## src/rtl/arbitro_desplazador_if.sv

```systemverilog
//-----------------------------------------------------------------------------
// arbitro_desplazador_if
// Bundles every signal between the shift-unit arbiter and its environment.
// The environment is the two requesters, the external shifter and the result
// consumer.
//   req0_* / req1_* : valid/ready request channels (operand + shift amount)
//   sh_in / sh_amt  : registered operand and amount driven to the shifter
//   sh_out          : combinational result returned by the shifter
//   res_*           : valid/ready result channel tagged with requester id
//   op_count        : delivered-operation counter (wraps)
// Modport 'slave' is the arbiter side; 'master' is the environment side.
//-----------------------------------------------------------------------------
`timescale 1ns/1ps
interface arbitro_desplazador_if #(
    parameter int WIDTH = 10,
    parameter int SHW   = 4,
    parameter int CW    = 8
);
    logic             req0_valid;
    logic [WIDTH-1:0] req0_data;
    logic [SHW-1:0]   req0_shift;
    logic             req0_ready;
    logic             req1_valid;
    logic [WIDTH-1:0] req1_data;
    logic [SHW-1:0]   req1_shift;
    logic             req1_ready;
    logic [WIDTH-1:0] sh_in;
    logic [SHW-1:0]   sh_amt;
    logic [WIDTH-1:0] sh_out;
    logic             res_valid;
    logic [WIDTH-1:0] res_data;
    logic             res_id;
    logic             res_ready;
    logic [CW-1:0]    op_count;

    modport slave (
        input  req0_valid, req0_data, req0_shift,
        output req0_ready,
        input  req1_valid, req1_data, req1_shift,
        output req1_ready,
        output sh_in, sh_amt,
        input  sh_out,
        output res_valid, res_data, res_id,
        input  res_ready,
        output op_count
    );

    modport master (
        output req0_valid, req0_data, req0_shift,
        input  req0_ready,
        output req1_valid, req1_data, req1_shift,
        input  req1_ready,
        input  sh_in, sh_amt,
        output sh_out,
        input  res_valid, res_data, res_id,
        output res_ready,
        input  op_count
    );
endinterface

```

## src/rtl/arbitro_desplazador.sv

```systemverilog
//-----------------------------------------------------------------------------
// arbitro_desplazador
// Shares one external combinational right-shift unit between two requesters
// using round-robin arbitration. The winning operand and amount are
// registered onto the shifter inputs. The shifted word is captured one cycle
// later and then offered on a valid/ready result channel tagged with the
// requester id. Delivered operations are counted modulo 2^CW.
// Ports:
//   clk   : clock, rising edge
//   rst_n : asynchronous active-low reset
//   bus   : arbitro_desplazador_if.slave (requests, shifter, result, count)
// Sequence per operation: IDLE (accept) -> DESPLAZA (capture) -> ENTREGA
// (deliver), giving at most one operation every three cycles.
//-----------------------------------------------------------------------------
`timescale 1ns/1ps
module arbitro_desplazador #(
    parameter int WIDTH = 10,
    parameter int SHW   = 4,
    parameter int CW    = 8
) (
    input  logic                  clk,
    input  logic                  rst_n,
    arbitro_desplazador_if.slave  bus
);

    typedef enum logic [1:0] {
        IDLE     = 2'd0,
        DESPLAZA = 2'd1,
        ENTREGA  = 2'd2
    } state_t;

    state_t           state_r;
    state_t           state_nxt_s;
    logic             last_r;       // requester granted most recently
    logic             grant0_s;
    logic             grant1_s;
    logic [WIDTH-1:0] sh_in_r;
    logic [SHW-1:0]   sh_amt_r;
    logic [WIDTH-1:0] res_data_r;
    logic             res_id_r;
    logic             res_valid_r;
    logic [CW-1:0]    op_count_r;

    // Round-robin grant: only in IDLE, and on contention the requester that
    // was not served last wins, so at most one grant is ever high.
    always_comb begin
        grant0_s = 1'b0;
        grant1_s = 1'b0;
        if (state_r == IDLE) begin
            if (bus.req0_valid && bus.req1_valid) begin
                if (last_r) begin
                    grant0_s = 1'b1;
                end else begin
                    grant1_s = 1'b1;
                end
            end else if (bus.req0_valid) begin
                grant0_s = 1'b1;
            end else if (bus.req1_valid) begin
                grant1_s = 1'b1;
            end else begin
                grant0_s = 1'b0;
                grant1_s = 1'b0;
            end
        end else begin
            grant0_s = 1'b0;
            grant1_s = 1'b0;
        end
    end

    // Ready is the grant itself; it is forced low while reset is asserted so
    // nothing looks accepted while the state is being cleared.
    assign bus.req0_ready = grant0_s & rst_n;
    assign bus.req1_ready = grant1_s & rst_n;

    // Next-state logic for the accept / shift / deliver sequence.
    always_comb begin
        state_nxt_s = state_r;
        case (state_r)
            IDLE: begin
                if (grant0_s || grant1_s) begin
                    state_nxt_s = DESPLAZA;
                end else begin
                    state_nxt_s = IDLE;
                end
            end
            DESPLAZA: begin
                state_nxt_s = ENTREGA;
            end
            ENTREGA: begin
                if (bus.res_ready) begin
                    state_nxt_s = IDLE;
                end else begin
                    state_nxt_s = ENTREGA;
                end
            end
            default: begin
                state_nxt_s = IDLE;
            end
        endcase
    end

    // State register.
    always_ff @(posedge clk or negedge rst_n) begin
        if (!rst_n) begin
            state_r <= IDLE;
        end else begin
            state_r <= state_nxt_s;
        end
    end

    // Datapath registers: latch the winner, capture the shifter output and
    // count deliveries. last_r resets to 1 so requester 0 wins the first tie.
    always_ff @(posedge clk or negedge rst_n) begin
        if (!rst_n) begin
            sh_in_r     <= {WIDTH{1'b0}};
            sh_amt_r    <= {SHW{1'b0}};
            res_data_r  <= {WIDTH{1'b0}};
            res_id_r    <= 1'b0;
            res_valid_r <= 1'b0;
            op_count_r  <= {CW{1'b0}};
            last_r      <= 1'b1;
        end else begin
            case (state_r)
                IDLE: begin
                    if (grant0_s) begin
                        sh_in_r  <= bus.req0_data;
                        sh_amt_r <= bus.req0_shift;
                        res_id_r <= 1'b0;
                        last_r   <= 1'b0;
                    end else if (grant1_s) begin
                        sh_in_r  <= bus.req1_data;
                        sh_amt_r <= bus.req1_shift;
                        res_id_r <= 1'b1;
                        last_r   <= 1'b1;
                    end
                end
                DESPLAZA: begin
                    res_data_r  <= bus.sh_out;
                    res_valid_r <= 1'b1;
                end
                ENTREGA: begin
                    if (bus.res_ready) begin
                        res_valid_r <= 1'b0;
                        op_count_r  <= op_count_r + {{(CW-1){1'b0}}, 1'b1};
                    end
                end
                default: begin
                    res_valid_r <= 1'b0;
                end
            endcase
        end
    end

    assign bus.sh_in     = sh_in_r;
    assign bus.sh_amt    = sh_amt_r;
    assign bus.res_data  = res_data_r;
    assign bus.res_id    = res_id_r;
    assign bus.res_valid = res_valid_r;
    assign bus.op_count  = op_count_r;

endmodule

```

## src/flat_wrapper.sv

```systemverilog
// flat-port wrapper written by rule: the top's interface ports become plain ports
module arbitro_desplazador_flat 
#(
    parameter int WIDTH = 10,
    parameter int SHW   = 4,
    parameter int CW    = 8
)
  (clk, rst_n, bus_req0_valid, bus_req0_data, bus_req0_shift, bus_req0_ready, bus_req1_valid, bus_req1_data, bus_req1_shift, bus_req1_ready, bus_sh_in, bus_sh_amt, bus_sh_out, bus_res_valid, bus_res_data, bus_res_id, bus_res_ready, bus_op_count);
  arbitro_desplazador_if #(.WIDTH(WIDTH), .SHW(SHW), .CW(CW)) bus_i ();
  input  logic clk;
  input  logic rst_n;
  input wire logic [$bits(bus_i.req0_valid)-1:0] bus_req0_valid;
  input wire logic [$bits(bus_i.req0_data)-1:0] bus_req0_data;
  input wire logic [$bits(bus_i.req0_shift)-1:0] bus_req0_shift;
  output wire logic [$bits(bus_i.req0_ready)-1:0] bus_req0_ready;
  input wire logic [$bits(bus_i.req1_valid)-1:0] bus_req1_valid;
  input wire logic [$bits(bus_i.req1_data)-1:0] bus_req1_data;
  input wire logic [$bits(bus_i.req1_shift)-1:0] bus_req1_shift;
  output wire logic [$bits(bus_i.req1_ready)-1:0] bus_req1_ready;
  output wire logic [$bits(bus_i.sh_in)-1:0] bus_sh_in;
  output wire logic [$bits(bus_i.sh_amt)-1:0] bus_sh_amt;
  input wire logic [$bits(bus_i.sh_out)-1:0] bus_sh_out;
  output wire logic [$bits(bus_i.res_valid)-1:0] bus_res_valid;
  output wire logic [$bits(bus_i.res_data)-1:0] bus_res_data;
  output wire logic [$bits(bus_i.res_id)-1:0] bus_res_id;
  input wire logic [$bits(bus_i.res_ready)-1:0] bus_res_ready;
  output wire logic [$bits(bus_i.op_count)-1:0] bus_op_count;
  assign bus_i.req0_valid = bus_req0_valid;
  assign bus_i.req0_data = bus_req0_data;
  assign bus_i.req0_shift = bus_req0_shift;
  assign bus_req0_ready = bus_i.req0_ready;
  assign bus_i.req1_valid = bus_req1_valid;
  assign bus_i.req1_data = bus_req1_data;
  assign bus_i.req1_shift = bus_req1_shift;
  assign bus_req1_ready = bus_i.req1_ready;
  assign bus_sh_in = bus_i.sh_in;
  assign bus_sh_amt = bus_i.sh_amt;
  assign bus_i.sh_out = bus_sh_out;
  assign bus_res_valid = bus_i.res_valid;
  assign bus_res_data = bus_i.res_data;
  assign bus_res_id = bus_i.res_id;
  assign bus_i.res_ready = bus_res_ready;
  assign bus_op_count = bus_i.op_count;
  arbitro_desplazador #(.WIDTH(WIDTH), .SHW(SHW), .CW(CW)) u_core (.clk(clk), .rst_n(rst_n), .bus(bus_i));
endmodule
```

## config.mk

```make
export PLATFORM = sky130hd
export DESIGN_NAME = arbitro_desplazador_flat
export DESIGN_NICKNAME = d
export VERILOG_FILES = /design/src/rtl/arbitro_desplazador_if.sv /design/src/rtl/arbitro_desplazador.sv /design/src/flat_wrapper.sv
export SDC_FILE = /design/constraint.sdc
export NUM_CORES = 1
export LEC_CHECK = 0
export CAP_MARGIN = 40
export CORE_AREA = 3 3 69 71
export DETAILED_ROUTE_END_ITERATION = 8
export DIE_AREA = 0 0 72 74
export GPL_TIMING_DRIVEN = 0
export HOLD_SLACK_MARGIN = 0.08
export PLACE_DENSITY = 0.77
export SETUP_SLACK_MARGIN = 0.3
export SLEW_MARGIN = 20
export SYNTH_ARGS = -nofsm -noshare
export SYNTH_HDL_FRONTEND = slang
export SYNTH_SLANG_ARGS = --single-unit
```

## constraint.sdc

```tcl
create_clock -name clk -period 1.6 [get_ports clk]
set_input_delay 0.32 -clock clk [delete_from_list [all_inputs] [get_ports clk]]
set_output_delay 0.32 -clock clk [all_outputs]
set_load 0.01 [all_outputs]
```

# Yosys cells after proc, flatten, opt, wreduce, memory -nomap -nowiden

Cells that the tools add are included.

Bits in registers: 37
Latch bits: 0
Memory bits (writable): 0
ROM bits: 0
Output and inout port bits: 36
Logic and storage cells: 42
Memories: 0

$add $sub $neg: 1
$mul: 0
Divide/modulo/power cells: 0
Order comparisons: 0
Eq/ne operators: 3
Shift-type cells: 0
Mux-type cells: 20
Bitwise operators: 3
Reduce and logical (&&, ||, !) cells: 7

Operators by type and width:

| kind                | count |
|---|---|
| $mux 10             | 2 |
| $mux 1              | 13 |
| $add 8x1->8 const B | 1 |
| $mux 4              | 2 |
| $pmux 2 s3          | 1 |
| $reduce_and 2->1    | 3 |
| $pmux 1 s3          | 1 |
| $and 1x1->1         | 2 |
| $eq 2x1->1 const B  | 1 |
| $eq 2x2->1 const B  | 1 |
| $logic_not 2->1     | 1 |
| $mux 2              | 1 |
| $ne 2x2->1 const B  | 1 |
| $reduce_bool 2->1   | 1 |
| $logic_and 1x1->1   | 1 |
| $logic_or 1x1->1    | 1 |
| $not 1->1           | 1 |

# Depth between registers and ports, before layout

Gate-level depths: netlist of the first run.

Depth in word-level cells: 7
Gate-level depth with buffers: 5

# Worst setup path before layout of the first run

OpenSTA, ideal clock, no wires.

Kind: reg2out
From: reg u_core.last_r
To: out bus_req0_ready
Arrival: 1.202 ns
Slack: 0.078 ns
Stages on the path, launching flop included: 5
Buffers on the path: 1
Cell sequence: dfstp_2 > nand2b_2 > and3_4 > buf_4 > and2_1

Cells in the longest elaborated chain, start to end: 4

RTL lines:

| what                   | RTL line                   | source |
|---|---|---|
| from (decl)            | arbitro_desplazador.sv:34  | `logic last_r;` |
| from (signal assigned) | arbitro_desplazador.sv:121 | `last_r <= 1'b1;` |
| from (signal assigned) | arbitro_desplazador.sv:129 | `last_r <= 1'b0;` |
| from (signal assigned) | arbitro_desplazador.sv:134 | `last_r <= 1'b1;` |
| $mux 1                 | arbitro_desplazador.sv:51  | `if (last_r) begin` |
| $mux 1                 | arbitro_desplazador.sv:50  | `if (bus.req0_valid && bus.req1_valid) begin` |
| $mux 1                 | arbitro_desplazador.sv:49  | `if (state_r == IDLE) begin` |
| $and 1x1->1            | arbitro_desplazador.sv:72  | `assign bus.req0_ready = grant0_s & rst_n;` |
| to (decl)              | flat_wrapper.sv:15         | `output wire logic [$bits(bus_i.req0_ready)-1:0] bus_req0_ready;` |

No other way between the ends.

# Final worst setup path of the first run

Same ends and word-level chain as after synthesis.

==> flow_metrics.env, run 1 <==
export IMPL_remaining_drc_errors=0
export IMPL_via_count=1710
export IMPL_cts_tree="built"
export IMPL_pre_cts_ws_ns=-0.797
export IMPL_clk_latency_ns=0.28
export IMPL_wl_met3_um=452
export IMPL_clock_sinks=37
export IMPL_tightest_slew_ns=0.761
export IMPL_wl_per_cell_um=16.4
export IMPL_rsz0062_at_grt="true"
export IMPL_synthMuxAreaShare_pct=6.60
export IMPL_synthFlopType="dfrtp_1"
export IMPL_cp_arrival_ns=1.45
export IMPL_reg2regPathDepth=6
export IMPL_cts_made_buffers=5
export IMPL_cap_violations=0
export IMPL_rr_endpoint="u_core.bus.sh_amt[1]"
export IMPL_cts_root_buffer="clkbuf_8"
export IMPL_synth_seq_cells=37
export IMPL_crit_fanout=2
export IMPL_vdd_drop_max_mv=0.842
export IMPL_p_leak_nw=1.43
export IMPL_slew_viol_final=0
export IMPL_coreArea_um2=4290
export IMPL_slew_headroom_pct=49.2
export IMPL_ios=79
export IMPL_holdWs_ns=0.0993
export IMPL_ys_types=35
export IMPL_grt_total_usage_pct=19.3
export IMPL_rows=24
export IMPL_setup_viol=1
export IMPL_drive_gt1_share_pct=33.1
export IMPL_drt_iter0_markers=102
export IMPL_hpwl_um=3130
export IMPL_grt_max_degree=20
export IMPL_switching_share_pct=36.1
export IMPL_async_flop_share_pct=100
export IMPL_fin_ws_ns=-0.169
export IMPL_die_x_um=72
export IMPL_syn_area_um2=1710
export IMPL_finalHoldViolCount=0
export IMPL_pwr_share_comb_pct=58.2
export IMPL_clockBufferDepth=2
export IMPL_viasPerCell=5.33
export IMPL_clockPowerShare_pct=11.9
export IMPL_drtAntennaViolNets=0
export IMPL_area_delta_synth_final_pct=81.7
export IMPL_htreeDepth=2
export IMPL_seqPwrFrac_pct=29.9
export IMPL_port_buffers=77
export IMPL_cp_end_kind="output pin"
export IMPL_final_common_cell="clkdlybuf4s50_1"
export IMPL_overflow=0
export IMPL_post_route_period_util_pct=111
export IMPL_netlist_instances=156
export IMPL_power_switching_mw=2.00
export IMPL_syn_num_nets=200
export IMPL_hp_class="primary input to asynchronous set/reset pin"
export IMPL_r2r_setup_slack_ns=0.13
export IMPL_die_area_um2=5330
export IMPL_clkTransAtPathRegs_ns=0.07
export IMPL_synth_fa_ha_area_share_pct=0.734
export IMPL_clock_fmax_mhz=565
export IMPL_dieHeight_um=74
export IMPL_diodes=0
export IMPL_wl_met1_um=2110
export IMPL_top_layer="met4"
export IMPL_fill_cells=316
export IMPL_dr_pass1_iters=4
export IMPL_fin_crit_ns=1.77
export IMPL_required_ns=1.28
export IMPL_first_global_vias=1661
export IMPL_crit_type="flop to output pin"
export IMPL_most_common_layout_cells="39 x clkdlybuf4s50_1, 34 x dfrtp_1, 20 x dlygate4sd2_1"
export IMPL_layout_nets=313
export IMPL_placed_cell_area_um2=2570
export IMPL_grt_antenna_before_repair=0
export IMPL_reg2reg_from="u_core.state_r[0]"
export IMPL_fin_tns_setup_ns=-0.169
export IMPL_synth_area_per_cell_um2=10.9
export IMPL_yosys_area_share_simple_pct=13.9
export IMPL_synth_xor_area_share_pct=3.60
export IMPL_synth_compound_area_share_pct=13.9
export IMPL_drt_wl_total_um=5250
export IMPL_cellPowerDensity_nw_per_um2=1790
export IMPL_design_area_um2=3100
export IMPL_fin_worst_skew_ns=0.00597
export IMPL_synth_top_family_by_area="compound AO/OA/AOI/OAI gates"
export IMPL_seq_area_frac_synth_pct=54.4
export IMPL_p_int_mw=3.54
export IMPL_yosysWarningCount=0
export IMPL_gp_congestion=0.793
export IMPL_grt_pass1_wl_um=7980
export IMPL_dr_wl_met2_um=2600
export IMPL_start_kind="flop"
export IMPL_fin_total_pwr_mw=5.54
export IMPL_violations="negative setup slack"
export IMPL_status="complete, but fails checks"
export IMPL_initial_core_util_pct=39.7
export IMPL_synth_edff_count=0
## per-layer routing
| metal | vias to the layer above | GRT usage, % |
|---|---|---|
| li1 | 791 | - |
| met3 | 12 | 4.59 |
| met5 | - | 0 |
| met2 | 94 | 33.3 |
| met1 | 813 | 24.5 |
| met4 | 0 | 5.01 |
## synthesized netlist by cell type, types with 2 or more instances
cell type	count	area, µm²
nand2_1	7	26.3
buf_2	3	15.0
nand3_1	2	10.0
a21oi_1	2	10.0
xnor2_1	4	35.0
nor3_1	2	10.0
xor2_1	3	26.3
buf_4	2	15.0
o311ai_0	4	35.0
mux2_2	9	101
inv_1	16	60.1
o21ai_0	15	75.1
nor2_1	4	15.0
clkbuf_1	4	15.0
dfrtp_1	36	901
o311ai_1	10	87.6
nand4_1	15	93.8
## flip-flops by register name, summed over array words and instances, names as in the netlist
name	flops
u_core.bus.sh_amt	4
u_core.bus.sh_in	10
u_core.bus.res_id	1
u_core.last_r	1
u_core.bus.op_count	8
u_core.bus.res_valid	1
u_core.state_r	2
u_core.bus.res_data	10
## power by group through the flow
stage / Sequential, mW / Combinational, mW / Clock [mW]
6_report: 1.66 / 3.22 / 0.658
5_1_grt: 1.71 / 3.45 / 0.701
2_1_floorplan: 1.83 / 0.983 / 0
3_5_place_dp: 1.68 / 2.32 / 0
4_1_cts: 1.61 / 2.76 / 0.668
3_3_place_gp: 1.66 / 2.28 / 0
## layout make-up
| cell class | count | area (µm²) | area share, % |
|---|---|---|---|
| buffer | 10 | 90.1 | 2.91 |
| timing repair buffer | 106 | 1030 | 33.3 |
| clock buffer | 7 | 86.3 | 2.79 |
| inverter | 16 | 60.1 | 1.94 |
| tap | 52 | 65.1 | 2.10 |
| sequential | 37 | 930 | 30.0 |
| multi-input combinational | 93 | 836 | 27.0 |
## how the worst max path moves through the flow
stage / start / to / slack [ns] / cells after the start
2_1_floorplan: u_core.last_r / bus_req0_ready / 0.14 / 4
3_3_place_gp: rst_n / bus_req1_ready / -1.68 / 3
3_5_place_dp: bus_req1_valid / bus_req0_ready / -0.80 / 6
4_1_cts: u_core.last_r / bus_req0_ready / -0.16 / 5
5_1_grt: u_core.last_r / bus_req0_ready / -0.20 / 5
6_report: u_core.last_r / bus_req0_ready / -0.17 / 5
## cell families (layout without fill, tap and decap cells)
logic type,Yosys count,count (layout)
muxes,10,10
xor gates and xnor gates,7,7
and+or+nand+nor,40,40
DFF,37,37
adders and majority gates,1,1
AOI/OAI and AO/OA,35,35
buffers and inverters,26,139
## stage by stage
step           instances  utilization (%)
2_1_floorplan        156                -
3_3_place_gp         285             59.4
3_5_place_dp         286             60.0
4_1_cts              311             67.3
5_1_grt              321             72.2
6_report             321             72.2
## critical path, cell delays in order, from the launching register on
cell and delay (ns):
dfstp_2 0.53, nand2b_4 0.12, and3_4 0.20, buf_6 0.10
and2_4 0.13, buf_6 0.09
## repair_timing
action | in CTS | in global routing
cloned | 2 | 1
setup endpoints to repair | 63 | 65
buffers inserted | 14 | 8
hold buffers | 2 | 0
endpoints found under the hold margin | 17 | 0
gates resized for setup | 90 | 57
pin swaps | 8 | 7
(Power assumes the default switching activity.)
==> run 2: changes to the inputs <==
Settings changed: CORE_AREA 3 3 69 71 to 3 3 67 69, DIE_AREA 0 0 72 74 to 0 0 70 72, PLACE_DENSITY 0.77 to default, PLACE_DENSITY_LB_ADDON from default to 0.15.
Clock period 1.6 ns to 2.26 ns, I/O delays scaled along.
==> run 2 against run 1 <==
- combinational power decreased by 46%
- non-clock buffer count decreased by 21
- power shrank 37%
- core utilization shrank 2.7 points
- die area fell by 5.4%
- clock skew grew 0.00063 ns
- sequential power shrank 29%
- the run now ends clean
- clock power down 9.6%
- critical path depth did not move
- global-route usage decreased by 1.7 points
==> flow_metrics.env, run 2 (synthesis gave the netlist of run 1 again) <==
export IMPL_first_global_vias=1558
export IMPL_rr_endpoint="u_core.bus.sh_in[8]"
export IMPL_power_switching_mw=1.17
export IMPL_start_kind="flop"
export IMPL_final_core_util_pct=69.4
export IMPL_cts_hold_buf=0
export IMPL_drt_iter0_markers=61
export IMPL_switching_share_pct=33.5
export IMPL_overflow=0
export IMPL_grt_pass1_wl_um=7070
export IMPL_grt_total_usage_pct=17.6
export IMPL_ios=79
export IMPL_clk_latency_ns=0.28
export IMPL_cts_tree="built"
export IMPL_fin_ws_ns=0.334
export IMPL_crit_type="flop to output pin"
export IMPL_most_common_layout_cells="73 x clkdlybuf4s50_1, 34 x dfrtp_1, 16 x inv_1"
export IMPL_tightest_slew_ns=0.470
export IMPL_top_usage_layer="met2"
export IMPL_fin_worst_skew_ns=0.00660
export IMPL_seqPwrFrac_pct=33.7
export IMPL_via_count=1544
export IMPL_diodes=0
export IMPL_remaining_drc_errors=0
export IMPL_grt_antenna_before_repair=0
export IMPL_clockPowerShare_pct=17.0
export IMPL_final_common_cell="clkdlybuf4s50_1"
export IMPL_reg2reg_from="u_core.last_r"
export IMPL_fin_tns_setup_ns=0
export IMPL_cts_made_buffers=5
export IMPL_vdd_drop_max_mv=0.587
export IMPL_pwr_share_comb_pct=49.3
export IMPL_required_ns=1.81
export IMPL_cap_violations=0
export IMPL_reg2regPathDepth=5
export IMPL_finalHoldViolCount=0
export IMPL_hpwl_um=3160
export IMPL_pre_cts_ws_ns=-0.427
export IMPL_p_leak_nw=1.18
export IMPL_initial_core_util_pct=42.9
export IMPL_slew_headroom_pct=68.7
export IMPL_drtAntennaViolNets=0
export IMPL_slew_viol_final=0
export IMPL_wl_per_cell_um=14.6
export IMPL_drt_wl_total_um=4350
export IMPL_cellPowerDensity_nw_per_um2=1270
export IMPL_post_route_period_util_pct=85.2
export IMPL_rows=23
export IMPL_die_area_um2=5040
export IMPL_htreeDepth=2
export IMPL_rsz0062_at_grt="true"
export IMPL_clockBufferDepth=2
export IMPL_gp_congestion=0.746
export IMPL_clock_fmax_mhz=519
export IMPL_groute_layer_met3_usage_pct=5.68
export IMPL_clkTransAtPathRegs_ns=0.08
export IMPL_layout_nets=292
export IMPL_cp_arrival_ns=1.47
export IMPL_cts_root_buffer="clkbuf_8"
export IMPL_r2r_setup_slack_ns=0.75
export IMPL_cp_end_kind="output pin"
export IMPL_clock_sinks=37
export IMPL_p_int_mw=2.33
export IMPL_grt_max_degree=22
export IMPL_grt_met1_usage_pct=20.6
export IMPL_dieHeight_um=72
export IMPL_viasPerCell=5.16
export IMPL_crit_fanout=5
export IMPL_status="completed"
export IMPL_coreArea_um2=3970
export IMPL_port_buffers=77
export IMPL_setup_viol=0
export IMPL_fin_crit_ns=1.93
export IMPL_hp_class="primary input to asynchronous set/reset pin"
export IMPL_grt_use_met2_pct=31.7
export IMPL_drive_gt1_share_pct=17.3
export IMPL_dr_pass1_iters=4
export IMPL_area_delta_synth_final_pct=61.7
export IMPL_die_x_um=70
[run 2: cell count changes in the layout (fill, tap and decap cells not counted), moves of 3 or more]
| cell | before | now |
|---|---|---|
| buf_4 | 16 | 7 |
| buf_6 | 14 | 4 |
| buf_8 | 4 | 0 |
| clkbuf_2 | 3 | 0 |
| clkdlybuf4s15_1 | 14 | 2 |
| clkdlybuf4s50_1 | 39 | 73 |
| dlygate4sd2_1 | 20 | 0 |
| mux2_2 | 0 | 9 |
| mux2_4 | 10 | 0 |
| o21ai_0 | 1 | 15 |
| o21ai_1 | 4 | 0 |
| o21ai_2 | 10 | 1 |
| o311ai_0 | 0 | 4 |
| o311ai_2 | 5 | 0 |
[run 2: cell type report]
type                       instances  area, µm²
multi-input combinational         93        674
inverter                          16       60.1
clock buffer                       6       82.6
timing repair buffer              85        847
buffer                            10       63.8
clock inverter                     2       37.5
sequential                        37        930
fill                             336       1210
tap                               50       62.6
[run 2: worst max-delay path by stage]
| stage | start | slack (ns) | endpoint | depth (start not counted) |
|---|---|---|---|---|
| 3_5_place_dp | bus_req1_valid | -0.43 | bus_req0_ready | 6 |
| 6_report | u_core.last_r | 0.33 | bus_req0_ready | 5 |
| 4_1_cts | u_core.state_r[0] | 0.30 | bus_req1_ready | 4 |
| 3_3_place_gp | rst_n | -1.30 | bus_req1_ready | 3 |
| 5_1_grt | u_core.last_r | 0.29 | bus_req0_ready | 5 |
| 2_1_floorplan | u_core.last_r | 0.61 | bus_req0_ready | 4 |
[run 2: critical path, stage by stage (launching register included)]
cell and delay [ns]:
dfstp_2 0.53, nand2b_4 0.14, and3_4 0.20, buf_6 0.10, and2_4 0.13, buf_6 0.09
[run 2: routing by layer]
| metal | share of wire [%] | vias to the layer above |
|---|---|---|
| li1 | - | 746 |
| met1 | 41 | 738 |
| met2 | 51 | 55 |
| met3 | 6.6 | 5 |
| met4 | 0.69 | 0 |
| met5 | 0 | - |
[run 2: stage by stage]
step / instance area, µm² / hold slack, ns / total power, mW / std cells
CTS: 2710 / 0.111 / 3.48 / 295
detailed placement: 2560 / 0.425 / 2.82 / 284
finish: 2760 / 0.110 / 3.50 / 299
floorplan: 1710 / 0.156 / 1.98 / 156
global placement: 2540 / 0.458 / 2.78 / 283
global route: 2760 / 0.126 / 3.73 / 299
[run 2: power by group through the flow]
| stage | clock network (mW) | logic (mW) | registers, mW |
|---|---|---|---|
| floorplan | 0 | 0.683 | 1.30 |
| global placement | 0 | 1.59 | 1.18 |
| finish | 0.595 | 1.73 | 1.18 |
| CTS | 0.612 | 1.69 | 1.18 |
| global route | 0.636 | 1.87 | 1.23 |
| detailed placement | 0 | 1.63 | 1.19 |
[run 2: what timing repair did]
action,CTS,global route
buffers inserted,3,4
gates resized for setup,10,6
setup endpoints to repair,2,2
pin swaps,1,1
==> run 3: changes to the inputs <==
Settings changed: GPL_ROUTABILITY_DRIVEN from default to 0, SKIP_LAST_GASP from default to 1.
==> results of run 3 <==
The final DEF is identical to that of run 2; final timing and power are the same.
==> edit 1, RTL diff (settings of run 1) <==
`SHW` is set to 4 in 3 places; all go to 2.
--- a/src/rtl/arbitro_desplazador_if.sv
+++ b/src/rtl/arbitro_desplazador_if.sv
@@ -15,3 +15,3 @@
     parameter int WIDTH = 10,
-    parameter int SHW   = 4,
+    parameter int SHW   = 2,
     parameter int CW    = 8
--- a/src/rtl/arbitro_desplazador.sv
+++ b/src/rtl/arbitro_desplazador.sv
@@ -17,3 +17,3 @@
     parameter int WIDTH = 10,
-    parameter int SHW   = 4,
+    parameter int SHW   = 2,
     parameter int CW    = 8
--- a/src/flat_wrapper.sv
+++ b/src/flat_wrapper.sv
@@ -4,3 +4,3 @@
     parameter int WIDTH = 10,
-    parameter int SHW   = 4,
+    parameter int SHW   = 2,
     parameter int CW    = 8
Interface: changed (resized bus_req0_shift, bus_req1_shift and bus_sh_amt); port bits go from 79 to 73. No check against the original RTL was run, so the function may have changed too.
==> edit 1 against run 1 <==
- the run still ends with setup timing left
- core utilization fell by 5.0 points
- via count fell by 9.2%
- setup slack improved by 5.3 ps
- critical path depth did not move
- register-to-register slack improved by 60 ps
- count of clock-buffer cells in the layout did not move
- area after synthesis fell by 1.3%
- routed wire length fell by 9.7%
- sequential cell count fell by 2
- design area fell by 6.9%
- power fell by 7.6%
- maximum frequency rose by 0.30%
==> edit 1: results (changes against run 1) <==
Clocking
  – # hold bufs at CTS: 1 (was 2)
  – Later-pin clock latency in the skew report: 280 ps (about the same)
  – H-tree levels: 2 (unchanged)
  – Clock slew seen by the registers of the worst setup and hold paths: 70 ps (about the same)

Timing
  – Clock Skew: 4.59 ps (was 5.97 ps)
  – Slew Viols, Final: 0 (unchanged)
  – Final setup vio count: 2 (was 1)
  – Worst-margin pin slew: 450 ps (was 761 ps)
  – Setup ws final: -164 ps (was -169 ps)
  – Fin Setup TNS: -232 ps (was -169 ps)

Synth
  – Seq/Total Area, Yosys: 52.1% (was 54.4%)
  – Most frequent cell after synthesis: dfrtp_1 (unchanged)
  – Post-synth top cells: dfrtp_1, inv_1, nand4_1 (was dfrtp_1, inv_1, nand4_1, o21ai_0, o311ai_1)
  – Yosys cell types: 36 (was 35)
  – Ys Warns: 0 (unchanged)
  – Post-Syn Nets: 185 (was 200)
  – Area contributors post-synth: dfrtp_1, o311ai_2, mux2_1 (was dfrtp_1, mux2_2, nand4_1)

Global route
  – First-pass GRT wire length: 7680 µm (was 7980 µm)
  – Tot GR Track Use: 18.8% (was 19.3%)
  – Largest net degree at the start of global routing: 28 (was 20)

Critical path
  – Slowest cell on crit path: dfstp_2 (unchanged)
  – Slowest cell delay on critical path: 530 ps (about the same)
  – Crit-path max FO: 2 (unchanged)

Final layout
  – Diodes inserted: 0 (unchanged)
  – Layout cells sized above 1: 31.0% (was 33.1%)
  – Nets: 287 (was 313)

Placement
  – Detailed Place HPWL: 3070 µm (was 3130 µm)
  – IO Port Bufs: 71 (was 77)
  – Placed cell areas: 2490 µm² (was 2570 µm²)
  – Routability Congestion: 0.773 (was 0.793)

Pwr
  – Leakage power: 0.00132 µW (was 0.00143 µW)
  – Peak VDD IR: 0.729 mV (was 0.842 mV)

Routing
  – DR pass1 iterations: 4 (unchanged)
  – 1st-iter DRT viols: 71 (was 102)
  – Via Count: 1552 (was 1710)
  – DR WL/cell: 15.8 µm (was 16.4 µm)

Outcome
  – Status: finished with violations (unchanged)
  – Failing checks: setup timing (unchanged)
[edit 1: cell count changes in the layout (fill, tap and decap cells not counted), sizes merged, moves of 2 or more]
cell / change
clkdlybuf4s50: -4
buf: -4
clkbuf: -2
dfrtp: -2
dlygate4sd2: -6
o21ai: -2
clkdlybuf4s15: +5
nand4: -2
o311ai: -2
inv: -2
[edit 1: report_power, final]
group          switching [µW]  internal (µW)
registers                 227           1310
clock network             306            305
logic                    1280           1690
total                    1810           3300
[edit 1: kinds of logic (layout without fill, tap and decap cells)]
| logic type | count (synthesis) | in the layout | share of synthesized area (%) |
|---|---|---|---|
| simple gates | 38 | 38 | 14.3 |
| compound gates | 31 | 31 | 16.1 |
| mux | 10 | 10 | 6.69 |
| flops | 35 | 35 | 52.1 |
| buf+inv | 23 | 126 | 6.47 |
| fa+ha+maj | 1 | 1 | 0.743 |
| xor+xnor | 7 | 7 | 3.64 |
[edit 1: cell type report]
class / instances / area (µm²)
buffer: 9 / 91.3
timing repair buffer: 95 / 922
clock inverter: 1 / 5.00
clock buffer: 7 / 76.3
sequential: 35 / 880
tap: 52 / 65.1
fill: 343 / 1410
inverter: 14 / 52.6
multi-input combinational: 87 / 792
[edit 1: stage by stage]
stage | worst slack, ps | total power, µW | instances
global placement | -1650 | 3860 | 268
global route | -208 | 5460 | 300
detailed placement | -794 | 3930 | 269
floorplan | 128 | 2800 | 145
finish | -164 | 5110 | 300
CTS | -172 | 4820 | 297
[edit 1: worst paths after layout]
kind | to | slack (ps) | depth (start not counted)
min in group clk | u_core.bus.sh_in[0] | 400 | 3
min reg2reg | u_core.bus.res_valid | 480 | 1
max reg2reg | u_core.bus.sh_amt[0] | 190 | 6
max | bus_req0_ready | -160 | 5
max in group asynchronous | u_core.bus.sh_amt[1] | 720 | 2
min | u_core.bus.op_count[7] | 20 | 2
[edit 1: timing repair]
item | CTS | global route
endpoints found under the setup margin | 55 | 47
cloned | 2 | 0
hold endpoints to repair | 9 | 25
gates resized for setup | 67 | 41
setup buffers | 17 | 3
pin swaps | 3 | 3
[edit 1: critical path: cells and delay by family (launching register included)]
kind	cells	cell delay, ps
AND/OR/NAND/NOR	3	440
buffers and inverters	2	190
flip-flops	1	530
[edit 1: per-layer routing]
metal | GRT usage [%] | routed length [µm] | vias up | part of all wire (%)
li1 | - | - | 730 | -
met1 | 22.8 | 1990 | 741 | 42
met2 | 32.7 | 2350 | 70 | 50
met3 | 6.08 | 329 | 11 | 6.9
met4 | 4.59 | 73 | 0 | 1.5
met5 | 0 | 0 | - | 0
==> edit 2, RTL diff (config.mk and constraints of run 1) <==
Made on the original files. The 3 states of `state_t` get a one-hot encoding in 3 bits.
--- a/src/rtl/arbitro_desplazador.sv
+++ b/src/rtl/arbitro_desplazador.sv
@@ -25,6 +25,6 @@
 
-    typedef enum logic [1:0] {
-        IDLE     = 2'd0,
-        DESPLAZA = 2'd1,
-        ENTREGA  = 2'd2
+    typedef enum logic [2:0] {
+        IDLE     = 3'b001,
+        DESPLAZA = 3'b010,
+        ENTREGA  = 3'b100
     } state_t;
Function: no difference found for any inputs over 10 cycles, from zero or initial values and one cycle with rst_n low; not proved beyond that.
==> edit 2 against run 1 <==
- the flow still finishes with violations (setup timing)
- sequential cell count is 1 higher
- global-route usage is 0.48 points higher
- synthesized cell count is 5.8% higher
- clock power is 5.5% higher
- routed wire length is 3.2% higher
- area after synthesis is 9.4% higher
- critical path depth is 2 higher
- largest power group unchanged
- setup slack worse by 150 ps
- power is 4.9% higher
- cell count is 3.7% higher
- design area is 8.1% higher
- first-iteration DRC count is 30% lower
==> edit 2: results (changes against run 1) <==
Outcome
  – Status: finished with violations (unchanged)
  – Failing checks: setup timing (unchanged)

Synth
  – Ys Warns: 0 (unchanged)
  – Post-synth top cells: dfrtp_1, nand4_1, a21oi_1 (was dfrtp_1, inv_1, nand4_1, o21ai_0, o311ai_1)
  – Synth Area in Adders: 0.671% (was 0.734%)
  – Area contributors post-synth: dfrtp_1, o31ai_2, mux2_2 (was dfrtp_1, mux2_2, nand4_1)
  – XOR/XNOR Fraction of Synth Area: 3.29% (was 3.60%)
  – Mux cell area share after synthesis: 6.64% (was 6.60%)
  – Syn Area/Cell: 11.3 µm² (was 10.9 µm²)
  – Yosys cell types: 37 (was 35)
  – Post-Syn Nets: 209 (was 200)
  – Compound-Gate Fraction of Synth Area: 19.2% (was 13.9%)
  – Seq/Total Area, Yosys: 51.1% (was 54.4%)

Clocking
  – H-tree levels: 2 (unchanged)
  – Later-pin clock latency in the skew report: 300 ps (was 280 ps)
  – Maximum buffer depth of the clock tree: 2 (unchanged)
  – Total CTS buffers: 5 (unchanged)

Final layout
  – Layout cells sized above 1: 33.1% (about the same)
  – Final non-filler cell total: 333 (was 321)
  – Nets: 324 (was 313)

Pwr
  – Switching part of the total: 36.8% (was 36.1%)
  – Leakage power: 0.00139 µW (was 0.00143 µW)
  – Peak VDD IR: 1.05 mV (was 0.842 mV)

Timing
  – Final setup vio count: 26 (was 1)
  – Setup ws final: -324 ps (was -169 ps)
  – Fin Setup TNS: -4960 ps (was -169 ps)
  – Clock Skew: 5.83 ps (was 5.97 ps)
  – Relative slew margins: 68.8% (was 49.2%)

Critical path
  – Worst R2R Start: u_core.state_r[0] (unchanged)
  – Slowest cell delay on critical path: 530 ps (about the same)
  – Setup crit start kind: flip-flop (unchanged)
  – Crit-path max FO: 2 (unchanged)
  – Arr. time, crit path: 1600 ps (was 1450 ps)
  – Slowest cell on crit path: dfstp_2 (unchanged)

Global route
  – First-pass GRT wire length: 8060 µm (was 7980 µm)
  – Tot GR Track Use: 19.8% (was 19.3%)
  – Largest net degree at the start of global routing: 33 (was 20)
  – Vias in the first global route: 1670 (was 1661)

Worst hold path
  – Hold_sp: bus_req0_valid
  – Hold WC Path Type: in -> reg (was in -> async)

Placement
  – Detailed Place HPWL: 3350 µm (was 3130 µm)
  – Pre-CTS WS: -644 ps (was -797 ps)
  – Routability Congestion: 0.803 (was 0.793)
  – Placed cell areas: 2740 µm² (was 2570 µm²)
  – DP Cell Count: 295 (was 286)
  – IO Port Bufs: 77 (unchanged)

Routing
  – DR pass1 iterations: 6 (was 4)
  – Via density: 5.38 (was 5.33)
  – 1st-iter DRT viols: 71 (was 102)
  – Final wirelength: 5420 µm (was 5250 µm)
## edit 2: path summary, 6_finish.rpt
path,end,slack [ps],depth (start not counted)
setup / recovery,bus_req0_ready,-320,7
hold / removal,u_core.bus.sh_in[1],330,3
setup reg to reg,u_core.bus.sh_amt[2],-310,8
hold reg to reg,u_core.bus.res_id,480,1
max in group asynchronous,u_core.state_r[0],660,3
min in group asynchronous,u_core.bus.res_data[1],460,2
## edit 2: power by group through the flow
stage                     registers (µW)  logic [µW]  clock network, µW
after global placement              1640        2510                  0
after floorplan                     1810        1260                  0
after detailed placement            1660        2540                  0
final                               1650        3460                694
after global routing                1710        3700                754
after CTS                           1630        2750                713
## edit 2: timing repair
item	in CTS	in global routing
endpoints found under the setup margin	71	62
gates resized for setup	74	55
hold buffers	2	0
pin swaps	3	12
setup buffers	17	9
gates cloned	0	2
hold endpoints to repair	5	0
## edit 2: critical path: cells and delay by family, from the launching register on
family / cells / cell delay [ps]
simple gates: 3 / 340
flops: 1 / 530
buf+inv: 4 / 440
## edit 2: area by class of cell
| type | instances | area (µm²) |
|---|---|---|
| Timing Repair Buffer | 108 | 1070 |
| Multi-Input combinational cell | 109 | 1010 |
| Sequential cell | 38 | 955 |
| Fill cell | 271 | 943 |
| Buffer | 16 | 148 |
| Clock buffer | 6 | 82.6 |
| Tap cell | 52 | 65.1 |
| Clock inverter | 2 | 12.5 |
| Inverter | 2 | 7.51 |
## edit 2: routing by layer
metal | wire, µm | up-vias | track usage (%)
li1 | - | 849 | -
met5 | 0 | - | 0
met2 | 2750 | 71 | 31.8
met1 | 2250 | 862 | 25.4
met3 | 328 | 9 | 4.86
met4 | 94 | 0 | 8.98
